<file path="config.mk">
export PLATFORM = sky130hd
export DESIGN_NAME = mips_multicycle_ctrl
export DESIGN_NICKNAME = d
export VERILOG_FILES = /design/src/rtl/mips_defs.sv /design/src/rtl/mips_alu_decoder.sv /design/src/rtl/mips_multicycle_ctrl.sv
export SDC_FILE = /design/constraint.sdc
export NUM_CORES = 1
export LEC_CHECK = 0
export CAP_MARGIN = 20
export CELL_PAD_IN_SITES_DETAIL_PLACEMENT = 2
export CELL_PAD_IN_SITES_GLOBAL_PLACEMENT = 2
export CORE_UTILIZATION = 37
export DETAILED_ROUTE_END_ITERATION = 8
export DONT_BUFFER_PORTS = 1
export PLACE_DENSITY = 0.9
export SETUP_SLACK_MARGIN = 0.2
export SLEW_MARGIN = 10
export SYNTH_ARGS = -nofsm -noshare
export SYNTH_HDL_FRONTEND = slang
export SYNTH_SLANG_ARGS = --single-unit
</file>
<file path="constraint.sdc">
create_clock -name clk -period 2.55 [get_ports clk]
set_clock_uncertainty 0.1 [all_clocks]
set_input_delay 0.51 -clock clk [delete_from_list [all_inputs] [get_ports clk]]
set_output_delay 0.51 -clock clk [all_outputs]
set_load 0.02 [all_outputs]
</file>
<file path="src/rtl/mips_defs.sv">
// Purpose : shared encodings for the MIPS controllers (opcodes, functs, ALU codes, mux selects, FSM states).
// Latency : n/a (declarations only).
// Backpressure: n/a.
package mips_defs;

  // Primary opcodes (IR[31:26])
  localparam logic [5:0] OP_RTYPE = 6'b000000;
  localparam logic [5:0] OP_J     = 6'b000010;
  localparam logic [5:0] OP_JAL   = 6'b000011;
  localparam logic [5:0] OP_BEQ   = 6'b000100;
  localparam logic [5:0] OP_ADDI  = 6'b001000;
  localparam logic [5:0] OP_SLTI  = 6'b001010;
  localparam logic [5:0] OP_LW    = 6'b100011;
  localparam logic [5:0] OP_SW    = 6'b101011;

  // R-type function codes (IR[5:0])
  localparam logic [5:0] FN_JR  = 6'b001000;
  localparam logic [5:0] FN_ADD = 6'b100000;
  localparam logic [5:0] FN_SUB = 6'b100010;
  localparam logic [5:0] FN_AND = 6'b100100;
  localparam logic [5:0] FN_OR  = 6'b100101;
  localparam logic [5:0] FN_SLT = 6'b101010;

  // ALU control codes
  localparam logic [2:0] ALU_AND = 3'b000;
  localparam logic [2:0] ALU_OR  = 3'b001;
  localparam logic [2:0] ALU_ADD = 3'b010;
  localparam logic [2:0] ALU_SUB = 3'b110;
  localparam logic [2:0] ALU_SLT = 3'b111;

  // ALU B operand select
  localparam logic [1:0] ALUB_B     = 2'b00;
  localparam logic [1:0] ALUB_FOUR  = 2'b01;
  localparam logic [1:0] ALUB_SEXT  = 2'b10;
  localparam logic [1:0] ALUB_SEXT2 = 2'b11;

  // PC source select
  localparam logic [1:0] PCSRC_ALU    = 2'b00;
  localparam logic [1:0] PCSRC_ALUOUT = 2'b01;
  localparam logic [1:0] PCSRC_JUMP   = 2'b10;
  localparam logic [1:0] PCSRC_RS     = 2'b11;

  typedef enum logic [3:0] {
    S_FETCH    = 4'd0,
    S_DECODE   = 4'd1,
    S_MEM_ADR  = 4'd2,
    S_MEM_RD   = 4'd3,
    S_MEM_WB   = 4'd4,
    S_MEM_WR   = 4'd5,
    S_RTYPE_EX = 4'd6,
    S_RTYPE_WB = 4'd7,
    S_BEQ      = 4'd8,
    S_IMM_EX   = 4'd9,
    S_IMM_WB   = 4'd10,
    S_J        = 4'd11,
    S_JAL      = 4'd12,
    S_JR       = 4'd13
  } state_t;

endpackage

</file>
<file path="src/rtl/mips_alu_decoder.sv">
// Purpose : maps an R-type funct field to an ALU control code; unknown functs fall back to add and flag illegal.
// Latency : combinational, zero cycles.
// Backpressure: none.
// Ports   : funct (IR[5:0]) -> alu_ctrl[2:0], illegal_funct.
module mips_alu_decoder
  import mips_defs::*;
(
  input  logic [5:0] funct,
  output logic [2:0] alu_ctrl,
  output logic       illegal_funct
);

  always_comb begin
    alu_ctrl      = ALU_ADD;
    illegal_funct = 1'b0;
    case (funct)
      FN_ADD:  alu_ctrl = ALU_ADD;
      FN_SUB:  alu_ctrl = ALU_SUB;
      FN_AND:  alu_ctrl = ALU_AND;
      FN_OR:   alu_ctrl = ALU_OR;
      FN_SLT:  alu_ctrl = ALU_SLT;
      default: illegal_funct = 1'b1;
    endcase
  end

endmodule

</file>
<file path="src/rtl/mips_multicycle_ctrl.sv">
// Purpose : Moore FSM sequencing the multicycle MIPS datapath (fetch/decode/execute/memory/writeback) and counting retirements.
// Latency : lw 5 cycles; R-type/addi/slti/sw 4; beq/j/jal/jr 3; plus one cycle per mem_ready=0 cycle in a memory state.
// Backpressure: FETCH, MEM_RD and MEM_WR hold their state until mem_ready is high.
// Ports   : clk, rst (async active-high); opcode/funct from IR, zero from ALU, mem_ready from memory;
//           datapath selects/enables out, illegal pulse, instret retired-instruction counter.
module mips_multicycle_ctrl
  import mips_defs::*;
#(
  parameter int CNT_W = 32
) (
  input  logic             clk,
  input  logic             rst,
  input  logic [5:0]       opcode,
  input  logic [5:0]       funct,
  input  logic             zero,
  input  logic             mem_ready,
  output logic             pc_write,
  output logic             i_or_d,
  output logic             mem_read,
  output logic             mem_write,
  output logic             ir_write,
  output logic             reg_dst,
  output logic             mem_to_reg,
  output logic             jal_ctrl,
  output logic             reg_write,
  output logic             alu_src_a,
  output logic [1:0]       alu_src_b,
  output logic [2:0]       alu_ctrl,
  output logic [1:0]       pc_src,
  output logic             illegal,
  output logic [CNT_W-1:0] instret
);

  state_t     state;
  state_t     state_nxt;
  logic [2:0] funct_alu;
  logic       funct_ill;
  logic       retire;

  mips_alu_decoder u_alu_dec (
    .funct         (funct),
    .alu_ctrl      (funct_alu),
    .illegal_funct (funct_ill)
  );

  always_ff @(posedge clk or posedge rst) begin
    if (rst) state <= S_FETCH;
    else     state <= state_nxt;
  end

  always_comb begin
    state_nxt  = state;
    pc_write   = 1'b0;
    i_or_d     = 1'b0;
    mem_read   = 1'b0;
    mem_write  = 1'b0;
    ir_write   = 1'b0;
    reg_dst    = 1'b0;
    mem_to_reg = 1'b0;
    jal_ctrl   = 1'b0;
    reg_write  = 1'b0;
    alu_src_a  = 1'b0;
    alu_src_b  = ALUB_B;
    alu_ctrl   = ALU_AND;
    pc_src     = PCSRC_ALU;
    illegal    = 1'b0;

    case (state)
      S_FETCH: begin
        mem_read  = 1'b1;
        alu_src_b = ALUB_FOUR;
        alu_ctrl  = ALU_ADD;
        // IR and PC+4 are only captured on the cycle the read completes
        ir_write  = mem_ready;
        pc_write  = mem_ready;
        if (mem_ready) state_nxt = S_DECODE;
      end
      S_DECODE: begin
        // Precompute the branch target into ALUOut while decoding
        alu_src_b = ALUB_SEXT2;
        alu_ctrl  = ALU_ADD;
        case (opcode)
          OP_RTYPE:      state_nxt = (funct == FN_JR) ? S_JR : S_RTYPE_EX;
          OP_LW, OP_SW:  state_nxt = S_MEM_ADR;
          OP_BEQ:        state_nxt = S_BEQ;
          OP_ADDI,
          OP_SLTI:       state_nxt = S_IMM_EX;
          OP_J:          state_nxt = S_J;
          OP_JAL:        state_nxt = S_JAL;
          default: begin
            state_nxt = S_FETCH;
            illegal   = 1'b1;
          end
        endcase
      end
      S_MEM_ADR: begin
        alu_src_a = 1'b1;
        alu_src_b = ALUB_SEXT;
        alu_ctrl  = ALU_ADD;
        state_nxt = (opcode == OP_LW) ? S_MEM_RD : S_MEM_WR;
      end
      S_MEM_RD: begin
        mem_read = 1'b1;
        i_or_d   = 1'b1;
        if (mem_ready) state_nxt = S_MEM_WB;
      end
      S_MEM_WB: begin
        mem_to_reg = 1'b1;
        reg_write  = 1'b1;
        state_nxt  = S_FETCH;
      end
      S_MEM_WR: begin
        mem_write = 1'b1;
        i_or_d    = 1'b1;
        if (mem_ready) state_nxt = S_FETCH;
      end
      S_RTYPE_EX: begin
        alu_src_a = 1'b1;
        alu_src_b = ALUB_B;
        alu_ctrl  = funct_alu;
        // Unknown funct is flagged but still completes as an add
        illegal   = funct_ill;
        state_nxt = S_RTYPE_WB;
      end
      S_RTYPE_WB: begin
        reg_dst   = 1'b1;
        reg_write = 1'b1;
        state_nxt = S_FETCH;
      end
      S_BEQ: begin
        alu_src_a = 1'b1;
        alu_src_b = ALUB_B;
        alu_ctrl  = ALU_SUB;
        pc_src    = PCSRC_ALUOUT;
        pc_write  = zero;
        state_nxt = S_FETCH;
      end
      S_IMM_EX: begin
        alu_src_a = 1'b1;
        alu_src_b = ALUB_SEXT;
        alu_ctrl  = (opcode == OP_SLTI) ? ALU_SLT : ALU_ADD;
        state_nxt = S_IMM_WB;
      end
      S_IMM_WB: begin
        reg_write = 1'b1;
        state_nxt = S_FETCH;
      end
      S_J: begin
        pc_src    = PCSRC_JUMP;
        pc_write  = 1'b1;
        state_nxt = S_FETCH;
      end
      S_JAL: begin
        // Register file writes PC (already PC+4) into r31
        pc_src    = PCSRC_JUMP;
        pc_write  = 1'b1;
        reg_write = 1'b1;
        jal_ctrl  = 1'b1;
        state_nxt = S_FETCH;
      end
      S_JR: begin
        pc_src    = PCSRC_RS;
        pc_write  = 1'b1;
        state_nxt = S_FETCH;
      end
      default: state_nxt = S_FETCH;
    endcase

    // Reset kills every side effect immediately, even mid-instruction
    if (rst) begin
      pc_write  = 1'b0;
      ir_write  = 1'b0;
      mem_read  = 1'b0;
      mem_write = 1'b0;
      reg_write = 1'b0;
      illegal   = 1'b0;
    end
  end

  // DECODE only returns to FETCH on an illegal opcode, which does not retire
  assign retire = (state != S_FETCH) && (state != S_DECODE) && (state_nxt == S_FETCH);

  always_ff @(posedge clk or posedge rst) begin
    if (rst)         instret <= '0;
    else if (retire) instret <= instret + {{(CNT_W-1){1'b0}}, 1'b1};
  end

endmodule

</file>
==> impl_metrics.py <==
metrics = {
    "finish": {
        "drive_gt1_share_pct": 25.4,
        "regArea_um2": 906,
        "multiInputGateArea_um2": 1380,
        "post-route-util_pct": 45.9,
        "layout.filler_cells": 646,
        "flow.area_growth_from_synthesis_pct": 19.7,
        "final_nets": 293,
        "insertedDiodeCount": 0,
    },
    "drt": {
        "drt-vias-per-instance": 6.01,
        "drt_iter0_markers": 80,
        "detail_route.wl_per_cell_um": 24.1,
        "routed_wl_um": 8460,
        "post-route-drc-count": 1,
        "number_of_nets_with_antenna_violations_after_routing": 0,
        "drt_pre_antenna_iters": 8,
        "overall_via_count_from_detail_route": 2111,
    },
    "power_and_ir_drop": {
        "p_switching_w": 0.000708,
        "power.density_nw_per_um2": 655,
        "part_of_the_power_in_registers_pct": 41.4,
        "part_of_the_power_in_the_clock_network_pct": 26.7,
        "totalPowerFinal_w": 0.00178,
        "combPwrFrac_pct": 31.9,
        "power.static_leakage_nw": 1.17,
        "vdd.ir_drop.worst_v": 0.000263,
        "p_int_w": 0.00107,
        "swShare_pct": 39.7,
    },
    "timing": {
        "layout_min_cycle_time_ns": 2.38,
        "report.final.slew_viol_count": 0,
        "totalNegativeSetupSlack_ns": 0,
        "final.period_utilization_pct": 93.2,
        "fmaxAchievable_mhz": 421,
        "report.final.hold_viol_count": 0,
        "rsz0062_at_grt": "yes",
        "pin_slew_with_the_least_headroom_to_its_limit_ns": 0.555,
        "setup_violations": 0,
        "slew-limit-headroom_pct": 63.1,
    },
    "floorplanning": {
        "dieArea_um2": 6460,
        "initial_utilization_pct": 38.4,
        "die_extent_in_x_um": 80.4,
        "core_area_um2": 5920,
        "row_count": 28,
        "die_height_um": 80.4,
        "io-pin-count": 66,
    },
    "synthesis": {
        "ys_async_sr_fraction_pct": 100,
        "synthesis.area_um2": 2270,
        "seq_total_area_yosys_pct": 39.6,
        "synth.distinct_cells": 50,
        "synth_enable_flop_cells": 0,
        "synthesis.area_per_instance_um2": 9.02,
        "post_syn_instances": 252,
        "synth.top_cells.by_count": "36 x sky130_fd_sc_hd__dfrtp_1, 23 x sky130_fd_sc_hd__nand2_1, 23 x sky130_fd_sc_hd__nor2_1",
        "synth-seq-cells": 36,
        "yosys_top_cell_area_share_pct": 39.6,
        "synth_top_area_cell": "sky130_fd_sc_hd__dfrtp_1",
        "ys_warn_count": 0,
        "synth_nets": 269,
        "most_common_cell_in_the_netlist": "sky130_fd_sc_hd__dfrtp_1",
        "synth.top_cells.by_area": "sky130_fd_sc_hd__dfrtp_1 40%, sky130_fd_sc_hd__xnor2_1 7.3%, sky130_fd_sc_hd__xor2_1 5.0%",
        "synth_top_flop_cell": "sky130_fd_sc_hd__dfrtp_1",
    },
    "placement": {
        "finalWeightedCongestion": 0.766,
        "place_hpwl_um": 5170,
        "portBuffers": 0,
    },
    "clock_tree": {
        "clkSlewWorstSetupHoldPaths_ns": 0.08,
        "cts_num_sinks": 36,
        "cts_tree": "yes",
        "cts_max_level": 2,
        "cts.root.buffer_cell": "sky130_fd_sc_hd__clkbuf_8",
        "cts_inserted_buffers": 5,
        "clock_insertion_delay_worst_skew_ns": 0.31,
        "cts_hold_buffers": 0,
        "cts_buffer_depth": 2,
    },
    "job": {
        "drv_cap": 0,
    },
    "critical_path": {
        "list_of_cells_traversed_by_the_critical_path": "buf_4 -> buf_4 -> nor2_1 -> nor2_1 -> a21oi_1",
        "critical_path_class": "reg2out",
        "timing.critical_path.fanout_max": 7,
        "cp_slowest_stage_delay_ns": 0.46,
        "cp_top_family": "flip-flops",
        "start_kind": "register",
        "crit_buf_inv": 2,
        "worst-endpoint-arrival_ns": 1.77,
        "crit_path_end_kind": "output port",
        "worst_ep_required_time_ns": 1.94,
        "critPathSlowestCell": "sky130_fd_sc_hd__dfrtp_2",
    },
    "grt": {
        "grt_pass1_wl_um": 12100,
        "globalRouteTotalUtil_pct": 25.0,
        "grt_max_degree": 37,
        "via_count_of_the_first_global_routing_pass": 2227,
        "grt.overflow.total": 0,
        "antenna_found_initial": 0,
    },
    "status": {
        "run_status": "finished, violations left",
        "violations": "DRC",
    },
    "hold_path": {
        "worst_hold_path_type": "in2async",
    },
}
==> registers in the layout, summed over array words and instances (netlist names) <==
register,count
instret,32
state,4
==> area by class of cell <==
type	count	area share, %
Multi-Input combinational cell	198	50.7
Sequential cell	36	33.3
Timing Repair Buffer	28	8.00
Clock buffer	7	3.54
Tap cell	75	3.45
Inverter	7	0.966
==> cell usage in the layout (no fill, tap or decap), types with 2 or more instances in the layout <==
master,n
sky130_fd_sc_hd__dfrtp_1,32
sky130_fd_sc_hd__nand4_1,7
sky130_fd_sc_hd__nand2b_4,2
sky130_fd_sc_hd__dfrtp_2,4
sky130_fd_sc_hd__nor4_1,2
sky130_fd_sc_hd__a21oi_1,10
sky130_fd_sc_hd__nor2_2,2
sky130_fd_sc_hd__o21ai_0,5
sky130_fd_sc_hd__o21a_1,2
sky130_fd_sc_hd__buf_4,26
sky130_fd_sc_hd__nor2_1,20
sky130_fd_sc_hd__buf_6,2
sky130_fd_sc_hd__inv_1,4
sky130_fd_sc_hd__clkbuf_8,7
sky130_fd_sc_hd__mux2_2,2
sky130_fd_sc_hd__nand2b_1,5
sky130_fd_sc_hd__nand3_1,20
sky130_fd_sc_hd__nand2_1,23
sky130_fd_sc_hd__or2_2,3
sky130_fd_sc_hd__xnor2_1,19
sky130_fd_sc_hd__and3_1,9
sky130_fd_sc_hd__inv_2,3
sky130_fd_sc_hd__and4_4,2
sky130_fd_sc_hd__nor3_2,2
sky130_fd_sc_hd__nor3b_2,2
sky130_fd_sc_hd__nor3_1,13
sky130_fd_sc_hd__xor2_1,13
sky130_fd_sc_hd__or3_4,2
sky130_fd_sc_hd__nand4b_4,2
==> metal layers <==
metal	GRT usage [%]	wire, µm	up-vias
met1	30.8	3630	1091
met2	41.1	4250	59
met4	11.1	237	0
met3	6.02	354	21
li1	-	-	940
met5	0	0	-
==> cell families after synthesis <==
group                    share of synthesized area, %
adder cells (fa/ha/maj)                         0.551
flip-flops                                       39.6
AO/OA/AOI/OAI                                    10.3
multiplexers                                     1.43
XOR/XNOR                                         12.3
AND/OR/NAND/NOR                                  32.2
buffers and inverters                            3.58
==> worst paths after layout <==
kind	start	endpoint	slack (ns)	depth (start not counted)
worst min register to register	instret[31]$_DFFE_PP0P_	instret[31]$_DFFE_PP0P_	0.52	1
min in group clk	mem_ready	state[0]$_DFF_PP0_	0.37	2
worst min-delay path	rst	instret[6]$_DFFE_PP0P_	0.13	2
worst max-delay path	state[0]$_DFF_PP0_	alu_ctrl[1]	0.17	5
worst max register to register	instret[1]$_DFFE_PP0P_	instret[22]$_DFFE_PP0P_	0.32	6
max in group asynchronous	rst	state[3]$_DFF_PP0_	1.85	2
==> repair_timing <==
| item | CTS | global route |
|---|---|---|
| hold endpoints to repair | 0 | 0 |
| endpoints found under the setup margin | 7 | 13 |
| pin swaps | 1 | 5 |
| buffers inserted | 5 | 10 |
| gates resized for setup | 17 | 12 |
==> metrics by stage <==
step	instance area, µm²	hold slack, ns	setup slack [ns]	std cells
2_1_floorplan	2280	0.478	0.228	252
3_3_place_gp	2420	0.471	0.386	329
3_5_place_dp	2420	0.472	0.226	329
4_1_cts	2600	0.169	0.202	341
5_1_grt	2720	0.161	0.114	351
6_report	2720	0.126	0.174	351
==> power groups by stage <==
stage          logic (W)  registers (W)  clock network, W
2_1_floorplan   0.000327       0.000708                 0
3_3_place_gp    0.000403       0.000736                 0
3_5_place_dp    0.000430       0.000743                 0
4_1_cts         0.000501       0.000732          0.000455
5_1_grt         0.000603       0.000744          0.000500
6_report        0.000569       0.000737          0.000475
No activity file was read; power rests on OpenSTA's default activity.
